[config.mk]
export PLATFORM = sky130hd
export DESIGN_NAME = ibex_dummy_instr_burst
export DESIGN_NICKNAME = d
export VERILOG_FILES = /design/src/rtl/ibex_pkg.sv /design/src/rtl/prim_lfsr.sv /design/src/rtl/ibex_dummy_instr_burst.sv
export SDC_FILE = /design/constraint.sdc
export NUM_CORES = 1
export LEC_CHECK = 0
export BUFFER_PORTS_ARGS = -buffer_cell sky130_fd_sc_hd__buf_2
export CORE_MARGIN = 5
export CORE_UTILIZATION = 59
export DETAILED_ROUTE_END_ITERATION = 6
export MAX_ROUTING_LAYER = met4
export PLACE_DENSITY = 0.85
export SETUP_SLACK_MARGIN = 0.15
export SYNTH_ARGS = -nofsm -noshare
export SYNTH_HDL_FRONTEND = slang
export SYNTH_SLANG_ARGS = --single-unit
[constraint.sdc]
create_clock -name clk_i -period 3.2 [get_ports clk_i]
set_input_delay 0.48 -clock clk_i [delete_from_list [all_inputs] [get_ports clk_i]]
set_output_delay 0.48 -clock clk_i [all_outputs]
set_load 0.01 [all_outputs]
[src/rtl/ibex_pkg.sv]
// Shared types and constants for the dummy-instruction burst inserter.
package ibex_pkg;

  typedef enum logic {
    COUNT = 1'b0,
    BURST = 1'b1
  } dummy_state_e;

  localparam int unsigned DummyOpW          = 5;
  localparam logic [6:0]  DummyOpcode       = 7'h33;
  localparam logic [6:0]  DummyFunct7Base   = 7'b0000000;
  localparam logic [6:0]  DummyFunct7MulDiv = 7'b0000001;

  localparam int unsigned LfsrWidth = 32;
  localparam int unsigned PermIdxW  = $clog2(LfsrWidth);

  typedef logic [LfsrWidth-1:0][PermIdxW-1:0] lfsr_perm_t;

  // Galois feedback taps for a maximal-length 32-bit sequence.
  localparam logic [LfsrWidth-1:0] LfsrCoeffs             = 32'h8000_0057;
  localparam logic [LfsrWidth-1:0] RndCnstLfsrSeedDefault = 32'h8F3A_5C21;

  // Output bit i is taken from state bit (7*i + 3) mod 32; 7 is odd, so this is a bijection.
  function automatic lfsr_perm_t gen_lfsr_perm();
    lfsr_perm_t perm;
    for (int i = 0; i < LfsrWidth; i++) begin
      perm[i] = PermIdxW'((i * 7 + 3) % 32);
    end
    return perm;
  endfunction

  localparam lfsr_perm_t RndCnstLfsrPermDefault = gen_lfsr_perm();

endpackage

[src/rtl/prim_lfsr.sv]
// Galois LFSR with a reseed port, lockup escape and an optionally permuted state output.
module prim_lfsr #(
  parameter int unsigned LfsrDw      = 32,
  parameter int unsigned StateOutDw  = LfsrDw,
  parameter bit          StatePermEn = 1'b0,
  parameter logic [LfsrDw-1:0] DefaultSeed = {{(LfsrDw-1){1'b0}}, 1'b1},
  parameter logic [LfsrDw-1:0] Coeffs      = {1'b1, {(LfsrDw-1){1'b0}}},
  parameter logic [LfsrDw-1:0][$clog2(LfsrDw)-1:0] StatePerm = '0
) (
  input  logic                  clk_i,
  input  logic                  rst_ni,
  input  logic                  seed_en_i,
  input  logic [LfsrDw-1:0]     seed_i,
  input  logic                  lfsr_en_i,
  output logic [StateOutDw-1:0] state_o
);

  logic [LfsrDw-1:0] lfsr_q, lfsr_d;

  // Reseed has priority over stepping; an all-zero state restarts from the default seed.
  always_comb begin
    lfsr_d = lfsr_q;
    if (seed_en_i) begin
      lfsr_d = seed_i;
    end else if (lfsr_en_i) begin
      if (lfsr_q == '0) begin
        lfsr_d = DefaultSeed;
      end else begin
        lfsr_d = (lfsr_q >> 1) ^ (lfsr_q[0] ? Coeffs : '0);
      end
    end else begin
      lfsr_d = lfsr_q;
    end
  end

  // State register.
  always_ff @(posedge clk_i or negedge rst_ni) begin
    if (!rst_ni) begin
      lfsr_q <= DefaultSeed;
    end else begin
      lfsr_q <= lfsr_d;
    end
  end

  if (StatePermEn) begin : g_perm
    for (genvar i = 0; i < StateOutDw; i++) begin : g_bit
      assign state_o[i] = lfsr_q[StatePerm[i]];
    end
  end else begin : g_no_perm
    assign state_o = lfsr_q[StateOutDw-1:0];
  end

endmodule

[src/rtl/ibex_dummy_instr_burst.sv]
// Inserts bursts of random dummy ALU instructions between real fetches.
// Define IBEX_DUMMY_INSTR_MULDIV_EN to allow MUL/DIV/REM-class dummies.
module ibex_dummy_instr_burst import ibex_pkg::*; #(
  parameter int unsigned          CntW            = 5,
  parameter int unsigned          BurstW          = 2,
  parameter logic [LfsrWidth-1:0] RndCnstLfsrSeed = RndCnstLfsrSeedDefault,
  parameter lfsr_perm_t           RndCnstLfsrPerm = RndCnstLfsrPermDefault
) (
  input  logic              clk_i,
  input  logic              rst_ni,
  input  logic              dummy_instr_en_i,
  input  logic [CntW-1:0]   dummy_instr_mask_i,
  input  logic [BurstW-1:0] dummy_burst_mask_i,
  input  logic              dummy_instr_seed_en_i,
  input  logic [31:0]       dummy_instr_seed_i,
  input  logic              fetch_valid_i,
  input  logic              id_in_ready_i,
  output logic              insert_dummy_instr_o,
  output logic [31:0]       dummy_instr_data_o,
  output logic              dummy_burst_active_o
);

  localparam int unsigned LfsrOutW = 2 * DummyOpW + 4 + BurstW + CntW;
  localparam logic [CntW-1:0]   CntOne   = {{(CntW-1){1'b0}}, 1'b1};
  localparam logic [BurstW-1:0] BurstOne = {{(BurstW-1){1'b0}}, 1'b1};

  typedef struct packed {
    logic                muldiv;
    logic [2:0]          instr_type;
    logic [DummyOpW-1:0] op_b;
    logic [DummyOpW-1:0] op_a;
    logic [BurstW-1:0]   burst;
    logic [CntW-1:0]     cnt;
  } lfsr_fields_t;

  dummy_state_e      state_q;
  logic [CntW-1:0]   cnt_q;
  logic [CntW-1:0]   thresh;
  logic [BurstW-1:0] rem_q;
  logic [31:0]       seed_q;
  logic [LfsrOutW-1:0] lfsr_state;
  lfsr_fields_t      lfsr_fields;
  logic              lfsr_step;
  logic [6:0]        funct7;

  assign lfsr_fields = lfsr_state;
  assign thresh      = lfsr_fields.cnt & dummy_instr_mask_i;
  assign lfsr_step   = dummy_instr_en_i & (state_q == BURST) & id_in_ready_i;

  prim_lfsr #(
    .LfsrDw      (LfsrWidth),
    .StateOutDw  (LfsrOutW),
    .StatePermEn (1'b1),
    .DefaultSeed (RndCnstLfsrSeed),
    .Coeffs      (LfsrCoeffs),
    .StatePerm   (RndCnstLfsrPerm)
  ) u_lfsr (
    .clk_i     (clk_i),
    .rst_ni    (rst_ni),
    .seed_en_i (dummy_instr_seed_en_i),
    .seed_i    (seed_q ^ dummy_instr_seed_i),
    .lfsr_en_i (lfsr_step),
    .state_o   (lfsr_state)
  );

  // Accumulated seed history; each strobe folds new seed data in.
  always_ff @(posedge clk_i or negedge rst_ni) begin
    if (!rst_ni) begin
      seed_q <= '0;
    end else if (dummy_instr_seed_en_i) begin
      seed_q <= seed_q ^ dummy_instr_seed_i;
    end else begin
      seed_q <= seed_q;
    end
  end

  // Count real instructions up to the random threshold, then emit rem_q+1 dummies.
  always_ff @(posedge clk_i or negedge rst_ni) begin
    if (!rst_ni) begin
      state_q <= COUNT;
      cnt_q   <= '0;
      rem_q   <= '0;
    end else if (!dummy_instr_en_i) begin
      state_q <= COUNT;
      cnt_q   <= '0;
      rem_q   <= '0;
    end else begin
      case (state_q)
        COUNT: begin
          if (cnt_q == thresh) begin
            state_q <= BURST;
            rem_q   <= lfsr_fields.burst & dummy_burst_mask_i;
          end else if (fetch_valid_i && id_in_ready_i) begin
            cnt_q <= cnt_q + CntOne;
          end
        end
        BURST: begin
          if (id_in_ready_i) begin
            if (rem_q == '0) begin
              state_q <= COUNT;
              cnt_q   <= '0;
            end else begin
              rem_q <= rem_q - BurstOne;
            end
          end
        end
        default: begin
          state_q <= COUNT;
          cnt_q   <= '0;
          rem_q   <= '0;
        end
      endcase
    end
  end

`ifdef IBEX_DUMMY_INSTR_MULDIV_EN
  assign funct7 = lfsr_fields.muldiv ? DummyFunct7MulDiv : DummyFunct7Base;
`else
  logic unused_muldiv;
  assign unused_muldiv = lfsr_fields.muldiv;
  assign funct7        = DummyFunct7Base;
`endif

  assign insert_dummy_instr_o = dummy_instr_en_i & (state_q == BURST);
  assign dummy_burst_active_o = (state_q == BURST);
  assign dummy_instr_data_o   = {funct7, lfsr_fields.op_b, lfsr_fields.op_a,
                                 lfsr_fields.instr_type, 5'h00, DummyOpcode};

endmodule

[Word-level counts from Yosys, hierarchy flattened]
Cells that the tools add are included.
Operators by class
  $add $sub $neg: 2
  eq/ne operators: 7
  muxes and demuxes: 20
  bitwise gates (word level): 7
  reduce and logical (&&, ||, !) cells: 6
Operator list (number)
  two-way mux 32 bit: 4
  logical NOT 32 bit: 1
  XOR 31 x 32 -> 32 bit: 1
  XOR 32 bit: 1
  two-way mux 5 bit: 5
  != test 3 bit, second input constant: 5
  case mux 5 bit (2 select lines): 1
  two-way mux 2 bit: 4
  adder 5 x 1 -> 5 bit, second input constant: 1
  AND 5 bit: 1
  equality test 5 bit: 1
  two-way mux 1 bit: 4
  case mux 2 bit (2 select lines): 1
  AND reduction 4 bit: 1
  != test 3 x 2 -> 1 bit, second input constant: 1
  AND reduction 3 bit: 1
  AND 1 bit: 2
  AND 2 bit: 1
  logical NOT 2 bit: 1
  case mux 1 bit (2 select lines): 1
  nonzero test 2 bit: 1
  subtractor 2 x 1 -> 2 bit, second input constant: 1
  logical AND 1 bit: 1
  NOT 1 bit: 1
Storage, ports and cells
  register bits: 72
  output and inout bits: 34

[Logic depth before layout (Yosys ltp)]
  depth after elaboration: 5
  mapped depth: 8
  depth with buffers taken out: 7

[Cells and area by module]
A second synthesis with hierarchy kept.
Unflattened totals
  cells, all modules: 413
  area total of the unflattened synthesis: 4033.9 µm²
Modules (own cells, without submodules)
  ibex_dummy_instr_burst: times used 1, cells each 217, area an instance 2238.4 µm², seq. area each 1001.0 µm²
  prim_lfsr: times used 1, cells each 196, area an instance 1795.5 µm², seq. area each 819.5 µm²

[Least setup slack after synthesis]
Ideal clock, no wire load.
  path type: reg-to-reg
  start point: reg u_lfsr.lfsr_q[0]
  end point: reg u_lfsr.lfsr_q[10]
  data arrival time: 1746 ps
  data required time: 3120 ps
  slack: 1374 ps
  cell stages (with the launch flop): 9
  cells stage by stage: dfstp_2 clkbuf_1 inv_1 ha_1 nor4b_2 nand4_1 o21ai_4 buf_6 o221a_2
Between the ends
  word-level cells in the longest chain between the ends: 4
Ends and longest elaborated chain
  start: declaration: RTL line prim_lfsr.sv:18  | logic [LfsrDw-1:0] lfsr_q, lfsr_d;
  start signal: assignment: RTL line prim_lfsr.sv:39  | lfsr_q <= DefaultSeed;
  start signal: assignment: RTL line prim_lfsr.sv:41  | lfsr_q <= lfsr_d;
  logical NOT 32 bit: RTL line prim_lfsr.sv:26  | if (lfsr_q == '0) begin
  two-way mux 32 bit: RTL line prim_lfsr.sv:26
  two-way mux 32 bit: RTL line prim_lfsr.sv:25  | end else if (lfsr_en_i) begin
  two-way mux 32 bit: RTL line prim_lfsr.sv:23  | if (seed_en_i) begin
No other way between the ends. The select of a mux whose other input is x is not followed.
A chain may end at the register's enable or synchronous reset.

[Worst setup path after layout]
  start point: reg u_lfsr.lfsr_q[0]
  end point: reg u_lfsr.lfsr_q[31]
Between the ends
  word-level cells in the longest chain between the ends: 5
  elaborated cells between the ends (all ways): 6
  those cells by class: mux (4); bitwise (1); reduce/logical (1)
Ends and longest elaborated chain (RTL line)
  branches (longest 2 deep; another with logical NOT 32 bit)
  two-way mux 32 bit *: prim_lfsr.sv:26
  two-way mux 32 bit *: prim_lfsr.sv:25
  two-way mux 32 bit *: prim_lfsr.sv:23
Every way passes the cells marked *. The select of a mux whose other input is x is not followed.

==> reports/summary.txt <==
Sequential fraction of the synthesis area: 0.4638
Chip width: 91.57 um
Syn avg cell area: 10.33 sq um
Detail Route Antenna Nets: 0
Global Route met1 Usage: 0.2548
Vias in the first global route: 2763
Worst setup path class: reg2reg
Post-synth design cell area: 0.003925 sq mm
Util after Layout: 0.6653
Buffers & Inverters on Critical Path: 1
Startpoint Class: flop
Power Density: 851.5 mW/mm^2
Depth of the worst register-to-register path: 6
Register Area: 0.001821 sq mm
Max Freq: 0.5085 GHz
Fillers: 517
Via count: 2768
Max Root-Sink Buffers: 2
Kind of cell adding the most delay to the critical path: compound AO/OA/AOI/OAI gates
Status: finished, final reports clean
Overall power: 3.638 mW
R2R Setup Slk: 1230 ps
Synthesis-stage register bit count: 72
All-Layer GR Usage: 0.2029
Overflow after GRT: 0
Initial Util: 0.6111
CP required: 3480 ps
Resized Gates After CTS: 0
Wire per inst: 16.06 um
Crit-path cells: inv_1, ha_1, nor4b_2, nand4_1, o21ai_4, o221a_2
Ports: 79
Post-CTS repair timing setup buffer count: 0
Port buffer count: 59
Synth cell types: 42
RSZ-0062 raised after global routing: false
Crit path capture type: flop
Max FO, Critical Path: 19
RR Startpoint: u_lfsr.lfsr_q[0]
H-tree lvl count: 3
Clock Skew: 14.75 ps
Root Buffer: clkbuf_8
Final setup violation count: 0
# nets final: 472
Num CTS Buffers: 9
Worst path max stage delay: 510 ps
Peak VDD IR: 0.0004796 V
Detailed placement HPWL: 5.972 mm
First-pass GRT wire length: 13.13 mm
Main synth FF type: dfrtp_1
Type of the worst min-delay path: in2async
Initial antenna violation count: 0
Final min period: 1966 ps
Post-synth EDFFs: 0
Area grow syn2layout: 8.862%
Worst hold slack: 68.16 ps
Vias/cell: 5.470
Commonest non-fill, non-tap cells in the layout: 69 x nand2_1, 59 x buf_2, 57 x dfrtp_1
DRC: 0
Area of the multi-input gates: 0.001828 sq mm
GR met2 Demand/Resource: 0.3208
Iter 0 DRT Violations: 162
Top Usage Layer GRT: met2
FF-to-FF End: u_lfsr.lfsr_q[31]
Reg clk slew, reported paths: 70 ps
Synthesized netlist cell count: 380
Drt first pass iters: 4
Ant diodes: 0
Max cap viols: 0
Detailed Route WL: 8.127 mm
Rel. slew slack: 0.5770
Die area: 0.008384 sq mm
Hold-fix buffers, CTS: 0
Total negative slack: 0 ps
CP max stage cell: o21ai_4
Max-slew violation count: 0
CTS tree: done
Met3 usage: 0.04215
Dpl ws: 1148 ps
Final hold violation count: 0
Worst Path Arrival: 2250 ps
Worst-Skew Late Latency: 350 ps
GP Congestion: 0.8515
Commonest non-fill, non-tap cell in the layout: nand2_1
Worst Tran Pin Value: 634.5 ps
Final period util: 0.6145
Clock sink count: 72
Syn. warnings: 0
Core area: 0.006422 sq mm
Share of cells above drive strength 1: 0.2681
Chip Height: 91.57 um
Async set-or-reset flop fraction in the synthesized netlist: 1.000
FP Rows: 29
Fin worst setup slack: 1234 ps
CP startpoint: u_lfsr.lfsr_q[0]
Largest net degree at the start of global routing: 36
Leakage power: 1.984 nW
## synth_stat cells (2+ instances only)
cell / n / share of area
a21oi_1: 6 / 0.0077
clkbuf_1: 6 / 0.0057
inv_1: 7 / 0.0067
nand3_1: 8 / 0.010
nand4_1: 4 / 0.0064
a21boi_0: 2 / 0.0038
buf_1: 4 / 0.0038
nor4_1: 6 / 0.0096
buf_2: 2 / 0.0026
nor2_1: 2 / 0.0019
nand3b_1: 3 / 0.0057
a31oi_1: 2 / 0.0032
dfstp_2: 15 / 0.10
nor3_1: 3 / 0.0038
and3_1: 3 / 0.0048
nand2_1: 69 / 0.066
mux2i_1: 16 / 0.041
a22oi_1: 4 / 0.0077
ha_1: 3 / 0.0096
conb_1: 2 / 0.0019
o221a_2: 15 / 0.043
dfrtp_1: 57 / 0.36
buf_4: 34 / 0.065
xnor2_1: 51 / 0.11
xor2_1: 18 / 0.040
o21ai_0: 21 / 0.027
nand2b_1: 2 / 0.0032
## how the worst max path moves through the flow
stage / to / slack (ps) / depth (start not counted)
after global routing: u_lfsr.lfsr_q[31] / 1130 / 6
after global placement: u_lfsr.lfsr_q[24] / 1210 / 5
final: u_lfsr.lfsr_q[31] / 1230 / 6
after detailed placement: u_lfsr.lfsr_q[20] / 1150 / 5
after CTS: u_lfsr.lfsr_q[31] / 1220 / 6
after floorplan: u_lfsr.lfsr_q[10] / 1370 / 8
## routing by layer
layer | up-vias | part of all wire
met5 | - | 0
met4 | 0 | 0.018
met3 | 14 | 0.056
met2 | 78 | 0.49
met1 | 1343 | 0.43
li1 | 1333 | -
## stage by stage
stage | instance area [sq um] | cells
final | 4273 | 506
after floorplan | 3989 | 397
after global routing | 4273 | 506
after CTS | 4273 | 506
after global placement | 4096 | 490
after detailed placement | 4096 | 490
## where the power goes
part / leakage [nW] / switching (mW) / internal (mW)
logic: 1.05 / 0.522 / 0.624
registers: 0.847 / 0.451 / 1.39
clock network: 0.0894 / 0.328 / 0.322
## sequential cells by signal, summed over array words and instances, names as in the netlist
| register | count |
|---|---|
| u_lfsr.lfsr_q | 32 |
| rem_q | 2 |
| cnt_q | 5 |
| dummy_burst_active_o | 1 |
| seed_q | 32 |
## cell type report
cell class | count | area share
tap | 77 | 0.02255
clock inverter | 3 | 0.004100
clock buffer | 13 | 0.03719
multi-input combinational | 271 | 0.4278
timing repair buffer | 63 | 0.07613
inverter | 7 | 0.006149
sequential | 72 | 0.4261
## cell families (layout without fill, tap and decap cells)
kind of cell | Yosys count | in the layout | share of synthesized area
AO/OA/AOI/OAI | 58 | 58 | 0.1154
XOR/XNOR | 69 | 69 | 0.1540
adder cells (fa/ha/maj) | 3 | 3 | 0.009564
buffers and inverters | 54 | 86 | 0.08671
flip-flops | 72 | 72 | 0.4638
multiplexers | 17 | 17 | 0.04367
other | 2 | 19 | 0.001913
AND/OR/NAND/NOR | 105 | 105 | 0.1250
Power figures use the tool's default switching activity.
